<file path="src/rtl/alarm_pkg.sv">
// Shared constants for the alarm sequencer: state encodings, field widths and
// parameter defaults.
package alarm_pkg;

   localparam int HHMM_W  = 16;
   localparam int TIMER_W = 4;
   localparam int COUNT_W = 4;

   localparam int DEF_SNOOZE_MINUTES   = 9;
   localparam int DEF_MAX_SNOOZES      = 3;
   localparam int DEF_RING_TIMEOUT_MIN = 10;

   localparam logic [2:0] ST_DISABLED = 3'd0;
   localparam logic [2:0] ST_ARMED    = 3'd1;
   localparam logic [2:0] ST_RINGING  = 3'd2;
   localparam logic [2:0] ST_SNOOZE   = 3'd3;

endpackage

</file>
<file path="src/rtl/alarm_minute_timer.sv">
// 4-bit minute counter: clear, load, and saturating up/down steps gated by the
// one-minute enable. Flags describe where the pending step would land.
module alarm_minute_timer
   import alarm_pkg::*;
#(
   parameter int TC = DEF_RING_TIMEOUT_MIN
) (
   input  logic               clk,
   input  logic               reset,
   input  logic               i_clear,
   input  logic               i_load,
   input  logic [TIMER_W-1:0] i_load_val,
   input  logic               i_en,
   input  logic               i_up,
   input  logic               i_down,
   output logic               o_zero,
   output logic               o_tc
);

   localparam logic [TIMER_W-1:0] TC_M1 = TIMER_W'(TC - 1);
   localparam logic [TIMER_W-1:0] MAX_V = '1;

   logic [TIMER_W-1:0] r_count;

   always_ff @(posedge clk or posedge reset) begin
      if (reset) begin
         r_count <= '0;
      end else if (i_clear) begin
         r_count <= '0;
      end else if (i_load) begin
         r_count <= i_load_val;
      end else if (i_en && i_up && (r_count != MAX_V)) begin
         r_count <= r_count + 1'b1;
      end else if (i_en && i_down && (r_count != '0)) begin
         r_count <= r_count - 1'b1;
      end
   end

   // Lookahead flags: a down step now reaches zero / an up step now reaches TC.
   assign o_zero = (r_count <= TIMER_W'(1));
   assign o_tc   = (r_count >= TC_M1);

endmodule

</file>
<file path="src/rtl/alarm_sequencer.sv">
// Alarm ring/snooze/stop sequencer: detects the time match, enforces the snooze
// limit and ring timeout, and drives the 1 Hz gated sound output.
module alarm_sequencer
   import alarm_pkg::*;
#(
   parameter int SNOOZE_MINUTES   = DEF_SNOOZE_MINUTES,
   parameter int MAX_SNOOZES      = DEF_MAX_SNOOZES,
   parameter int RING_TIMEOUT_MIN = DEF_RING_TIMEOUT_MIN
) (
   input  logic               clk,
   input  logic               reset,
   input  logic               one_minute,
   input  logic               one_second,
   input  logic [HHMM_W-1:0]  current_time,
   input  logic [HHMM_W-1:0]  alarm_time,
   input  logic               alarm_enable,
   input  logic               load_alarm,
   input  logic               snooze_btn,
   input  logic               stop_btn,
   output logic               sound_alarm,
   output logic               ringing,
   output logic               snoozing,
   output logic [COUNT_W-1:0] snooze_count,
   output logic               missed_alarm,
   output logic [2:0]         state_out
);

   localparam logic [COUNT_W-1:0] MAX_CNT = COUNT_W'(MAX_SNOOZES);
   localparam logic [TIMER_W-1:0] SNZ_VAL = TIMER_W'(SNOOZE_MINUTES);

   logic [2:0]         r_state;
   logic [2:0]         w_state_next;
   logic [COUNT_W-1:0] r_snooze_count;
   logic [COUNT_W-1:0] w_count_next;
   logic               r_match_q;
   logic               r_match_qq;
   logic               r_beep_q;
   logic               w_beep_next;
   logic               r_missed;
   logic               w_missed_next;
   logic               w_trigger;
   logic               w_stop;
   logic               w_tmr_clear;
   logic               w_tmr_load;
   logic               w_tmr_up;
   logic               w_tmr_down;
   logic               w_tmr_zero;
   logic               w_tmr_tc;

   // Edge taken on the registered match so the ring starts two cycles after equality.
   assign w_trigger = r_match_q & ~r_match_qq;
   assign w_stop    = stop_btn | load_alarm;

   always_comb begin
      w_state_next  = r_state;
      w_count_next  = r_snooze_count;
      w_beep_next   = r_beep_q;
      w_missed_next = r_missed;
      w_tmr_clear   = 1'b0;
      w_tmr_load    = 1'b0;
      w_tmr_up      = 1'b0;
      w_tmr_down    = 1'b0;
      if (!alarm_enable) begin
         w_state_next = ST_DISABLED;
         w_count_next = '0;
         w_tmr_clear  = 1'b1;
      end else begin
         case (r_state)
            ST_DISABLED: w_state_next = ST_ARMED;
            ST_ARMED: begin
               if (w_stop) begin
                  w_missed_next = 1'b0;
               end else if (w_trigger) begin
                  w_state_next = ST_RINGING;
                  w_tmr_clear  = 1'b1;
                  w_beep_next  = 1'b1;
                  w_count_next = '0;
               end
            end
            ST_RINGING: begin
               if (one_second) begin
                  w_beep_next = ~r_beep_q;
               end
               if (w_stop) begin
                  w_state_next  = ST_ARMED;
                  w_count_next  = '0;
                  w_missed_next = 1'b0;
               end else if (snooze_btn && (r_snooze_count < MAX_CNT)) begin
                  w_state_next = ST_SNOOZE;
                  w_tmr_load   = 1'b1;
                  w_count_next = r_snooze_count + 1'b1;
               end else if (one_minute) begin
                  w_tmr_up = 1'b1;
                  if (w_tmr_tc) begin
                     w_state_next  = ST_ARMED;
                     w_missed_next = 1'b1;
                     w_count_next  = '0;
                  end
               end
            end
            ST_SNOOZE: begin
               if (w_stop) begin
                  w_state_next = ST_ARMED;
                  w_count_next = '0;
               end else if (one_minute) begin
                  w_tmr_down = 1'b1;
                  if (w_tmr_zero) begin
                     w_state_next = ST_RINGING;
                     w_beep_next  = 1'b1;
                  end
               end
            end
            default: w_state_next = ST_DISABLED;
         endcase
      end
   end

   always_ff @(posedge clk or posedge reset) begin
      if (reset) begin
         r_state        <= ST_DISABLED;
         r_snooze_count <= '0;
         r_match_q      <= 1'b0;
         r_match_qq     <= 1'b0;
         r_beep_q       <= 1'b0;
         r_missed       <= 1'b0;
      end else begin
         r_state        <= w_state_next;
         r_snooze_count <= w_count_next;
         r_match_q      <= (current_time == alarm_time);
         r_match_qq     <= r_match_q;
         r_beep_q       <= w_beep_next;
         r_missed       <= w_missed_next;
      end
   end

   alarm_minute_timer #(
      .TC(RING_TIMEOUT_MIN)
   ) u_timer (
      .clk        (clk),
      .reset      (reset),
      .i_clear    (w_tmr_clear),
      .i_load     (w_tmr_load),
      .i_load_val (SNZ_VAL),
      .i_en       (one_minute),
      .i_up       (w_tmr_up),
      .i_down     (w_tmr_down),
      .o_zero     (w_tmr_zero),
      .o_tc       (w_tmr_tc)
   );

   assign sound_alarm  = (r_state == ST_RINGING) & r_beep_q;
   assign ringing      = (r_state == ST_RINGING);
   assign snoozing     = (r_state == ST_SNOOZE);
   assign snooze_count = r_snooze_count;
   assign missed_alarm = r_missed;
   assign state_out    = r_state;

endmodule

</file>
<file path="config.mk">
export PLATFORM = sky130hd
export DESIGN_NAME = alarm_sequencer
export DESIGN_NICKNAME = d
export VERILOG_FILES = /design/src/rtl/alarm_pkg.sv /design/src/rtl/alarm_minute_timer.sv /design/src/rtl/alarm_sequencer.sv
export SDC_FILE = /design/constraint.sdc
export NUM_CORES = 1
export LEC_CHECK = 0
export ABC_AREA = 1
export CAP_MARGIN = 40
export CORE_ASPECT_RATIO = 0.5
export CORE_MARGIN = 10
export CORE_UTILIZATION = 40
export CTS_CLUSTER_DIAMETER = 30
export DETAILED_ROUTE_END_ITERATION = 6
export GPL_TIMING_DRIVEN = 0
export HOLD_SLACK_MARGIN = 0.15
export PLACE_DENSITY = 0.76
export SETUP_SLACK_MARGIN = 0.05
export SLEW_MARGIN = 20
export SYNTH_ARGS = -nofsm -noshare
export SYNTH_HDL_FRONTEND = slang
export SYNTH_SLANG_ARGS = --single-unit
</file>
<file path="constraint.sdc">
create_clock -name clk -period 1.5 [get_ports clk]
set_clock_uncertainty 0.05 [all_clocks]
set_input_delay 0.3 -clock clk [delete_from_list [all_inputs] [get_ports clk]]
set_output_delay 0.3 -clock clk [all_outputs]
set_load 0.05 [all_outputs]
</file>
* Word level (Yosys, flattened, before mapping)
Cells that the tools add are included.
** Storage, ports and cells
- Logic and storage cells :: 108
- Register bits :: 15
- Bits of input ports :: 40
- Output and inout port bits :: 11
** Operators by class
- Magnitude comparators :: 3
- Equality and inequality tests :: 23
- Bitwise logic cells :: 5
- Reductions and logical operators :: 14
- Add/subtract/negate cells :: 3
- Multiplexer cells :: 53
** Operators with widths (count)
- $mux 4 :: 12
- $mux 3 :: 10
- $mux 1 :: 27
- $reduce_and 6->1 :: 3
- $eq 16x16->1 :: 1
- $ne 2x2->1 const B :: 6
- $pmux 3 s4 :: 1
- $pmux 4 s3 :: 1
- $ne 3x3->1 const B :: 3
- $add 4x1->4 const B :: 2
- $reduce_and 8->1 :: 1
- $reduce_bool 4->1 :: 2
- $eq 3x2->1 const B :: 2
- $ne 3x2->1 const B :: 2
- $logic_and 1x1->1 :: 5
- $ne 5x2->1 const B :: 1
- $ne 5x3->1 const B :: 1
- $ge 4x4->1 const B :: 1
- $le 4x1->1 const B :: 1
- $lt 4x2->1 const B :: 1
- $ne 4x1->1 const B :: 1
- $ne 4x2->1 const B :: 1
- $ne 4x3->1 const B :: 1
- $ne 4x4->1 const B :: 1
- 12 further kinds :: 14

* Depth between registers and ports, before layout
- Depth after elaboration :: 11
- Mapped depth :: 11
- Depth with buffers taken out :: 11

* Modules after synthesis
From an unflattened synthesis, not the netlist that was laid out.
** Unflattened totals
- Cells, all modules :: 225
- Area total of the unflattened synthesis :: 1428.9 µm²
** Modules (own cells, without submodules)
- alarm_sequencer :: seq. area each 250.2 µm², instances 1, cells each 152, area an instance 983.4 µm²
- alarm_minute_timer :: seq. area each 100.1 µm², instances 1, cells each 73, area an instance 445.4 µm²

* Worst setup path after synthesis
No wires, ideal clock.
- Path kind :: register -> output
- Start :: register r_state[1], in the netlist state_out[1]
- End :: output port sound_alarm
- Path buffers :: 0
- Cell stages (with the launch flop) :: 4
- Arrival :: 1802 ps
- Path slack :: -652 ps
- Path through :: dfrtp_1 -> ha_1 -> nand2_1 -> inv_1
** On the way
- Cells in the longest elaborated chain, start to end :: 2
** Ends and longest elaborated chain
- start: declaration :: RTL line alarm_sequencer.sv:31 : logic [2:0] r_state;
- start signal: assignment :: RTL line alarm_sequencer.sv:127 : r_state <= w_state_next;
- $eq 3x2->1
- via ringing :: RTL line alarm_sequencer.sv:21 : output logic ringing,
- $and 1x1->1 :: RTL line alarm_sequencer.sv:151 : assign sound_alarm = (r_state == ST_RINGING) & r_beep_q;
- end: declaration :: RTL line alarm_sequencer.sv:20 : output logic sound_alarm,
The timed path passes the listed nets, and every way through them passes these cells.

* Worst setup path in the final report
- Start :: register r_state[1], in the netlist state_out[1]
- End :: output port sound_alarm
** On the way
- Cells in the longest elaborated chain, start to end :: 2
** Ends and longest elaborated chain (RTL line)
- $eq 3x2->1 :: alarm_sequencer.sv:151
- $and 1x1->1 :: alarm_sequencer.sv:151
No other way between the ends.

==> flow_metrics.tcl <==
set metrics [dict create \
    antenna_found_initial 0 \
    violations "negative setup slack" \
    cap_viol_max_count 0 \
    p_per_area_mw_per_mm2 1050 \
    synth_cell_type_count 28 \
    cp_slowest_cell "dfrtp_2" \
    max_slew_margin_pct 63.59 \
    fin_cells 283 \
    worstSetupPathType "flop to output port" \
    avgSynthCellArea_um2 7.719 \
    yosysSeqAreaShare_pct 25.64 \
    power.leakage_nw 0.9866 \
    num_antenna_cells 0 \
    worstHoldStart "alarm_enable" \
    dieArea_mm2 0.006295 \
    hold_violations 0 \
    h-tree-depth 1 \
    ir_worst_vdd_v 0.0005709 \
    synth_top_flop_cell "dfrtp_1" \
    drc 0 \
    synth_area_mm2 0.001366 \
    grt_max_degree 15 \
    worstPathRequired_ns 1.15 \
    synth_area_leaders "dfrtp_1 (26%), nand2_1 (9.3%), xnor2_1 (8.3%), ha_1 (8.2%), inv_1 (6.0%)" \
    overflow 0 \
    area_growth_pct 65.93 \
    drt_iter0_markers 57 \
    yosysTopAreaCell "dfrtp_1" \
    rows 14 \
    status "complete, but fails checks" \
    critPathCaptureType "output port" \
    place_area_mm2 0.001949 \
    design_area_mm2 0.002267 \
    nNetsFinal 293 \
    path_clk_slew_ns 0.06 \
    grt_pass1_vias 1411 \
    fin_util_pct 72.31 \
    viasPerCell 4.926 \
    max_freq_mhz 645.4 \
    period_share_pct 103.3 \
    slowest_delay_ns 0.45 \
    drive_gt1_share_pct 41.56 \
    io_pins 51 \
    synth_edf_count 0 \
    report.final.setup_viol 6 \
    total_power_mw 2.380 \
    insertion_delay_ns 0.25 \
    fp.dieW_um 102.7 \
    grt_pass1_wl_mm 6.120 \
    fill_cells 233 \
    clock_sinks 14 \
    ys_seq_elements 14 \
    ant_nets 0 \
    cts_tree "built" \
    place.gp.congestion 0.8679 \
    dp_hpwl_mm 2.933 \
    crit_start "state_out[1]" \
    cp_cell_sequence "ha_4, nand2_2, clkinvlp_4, buf_6" \
    synth_cells 177 \
    wl_mm 3.859 \
    routedWlPerCell_um 13.64 \
    yosysTopAreaCellShare_pct 25.64 \
    die_y_um 61.33 \
    dr.pass1.iters 4 \
    synth_warnings 0 \
    cp.arrival_ns 1.20 \
    async_flop_share_pct 100.0 \
    finalWorstSetupSlack_ns -0.04944 \
    cts_max_path_buffers 2 \
    postCtsHoldBufs 0 \
    io_buffers 48 \
    core_area_mm2 0.003136 \
    syn-num-nets 226 \
    layout_commonest_cell "clkdlybuf4s50_1" \
    drv_slew 0 \
    vias 1394 \
    dp_cells 265 \
    final_cell_mix "clkdlybuf4s50_1 (36), nand2_1 (27), inv_1 (13), xnor2_1 (13), buf_4 (12)" \
    cts_buffers 3 \
    rsz0062_at_grt "yes" \
    crit-reg2reg-launch "state_out[0]" \
    start_util_pct 43.58 \
    critPathMaxFanout 4 \
    worst_hold_path_type "input pin to flop" \
    tightest_slew_ns 0.5455 \
    fin_crit_ns 1.549 \
    grt.total_usage_pct 12.21 \
    clockRootBuffer "clkbuf_8" \
    critPathLaunchType "flop" \
]
-- layout make-up --
type | count | area (µm²) | share of cell area, %
inverter | 26 | 102.6 | 4.525
timing repair buffer | 62 | 628.1 | 27.70
multi-input combinational | 134 | 1049 | 46.25
buffer | 3 | 26.28 | 1.159
tap | 40 | 50.05 | 2.208
clock buffer | 4 | 55.05 | 2.428
sequential | 14 | 356.6 | 15.73
-- routing by layer --
layer	GRT usage, %	vias to the layer above	share of wire (%)
met2	21.75	48	48
met1	12.63	646	40
met3	5.922	4	11
met5	0	-	0
met4	4.183	0	1.0
li1	-	696	-
-- worst max-delay path: cells and delay by family (launching register included) --
family,cells,cell delay [ns]
flops,1,0.45
buf+inv,2,0.24
fa+ha+maj,1,0.19
simple gates,1,0.07
-- cells in the mapped netlist, types with 4 or more instances --
master	number
nor2_2	5
xnor2_1	13
dfrtp_1	14
o21ai_0	4
nor2_4	5
o21ai_1	5
ha_1	9
nor2_1	10
nand4_1	5
inv_1	22
nand2_1	34
nor3_1	5
xor2_1	5
nand3_1	10
nand2_2	6
-- cells by family after synthesis --
family / synth area share [%]
buffers and inverters: 9.157
xor gates and xnor gates: 11.54
other: 0.2745
DFF: 25.64
and+or+nand+nor: 37.64
AOI/OAI and AO/OA: 7.509
adders and majority gates: 8.242
-- what timing repair did --
item | 4_1_cts | 5_1_grt
pin swaps | 17 | 12
resized for setup | 74 | 13
endpoints found under the setup margin | 22 | 16
buffers inserted | 10 | 4
-- power breakdown --
| part | internal [mW] | total, mW | switching (mW) |
|---|---|---|---|
| sequential | 0.451 | 0.528 | 0.0767 |
| combinational | 0.667 | 1.48 | 0.809 |
| clock | 0.233 | 0.376 | 0.143 |
| total | 1.35 | 2.38 | 1.03 |
-- state kept, by name (all words and copies together) (netlist names) --
| name | cells |
|---|---|
| r_beep_q | 1 |
| r_match_q | 1 |
| state_out | 2 |
| snooze_count | 4 |
| u_timer.r_count | 4 |
| r_match_qq | 1 |
| missed_alarm | 1 |
-- worst paths after layout --
path	end	slack, ns	cells past startpoint
max in group asynchronous	state_out[0]	0.67	2
min in group asynchronous	u_timer.r_count[1]	0.34	2
worst max-delay path	sound_alarm	-0.05	4
worst min register to register	r_match_qq	0.34	0
worst min-delay path	state_out[1]	0.31	3
worst max register to register	snooze_count[0]	-0.04	10
-- metrics by stage --
step	setup WS, ns	hold WS, ns	TNS (ns)
floorplan	-0.1420	0.1389	-1.226
global placement	-0.5446	0.3133	-3.621
detailed placement	-0.5407	0.3229	-4.011
CTS	-0.05697	0.2943	-0.2459
global route	-0.1201	0.3342	-1.056
finish	-0.04944	0.3052	-0.1532
(Power assumes the default switching activity.)
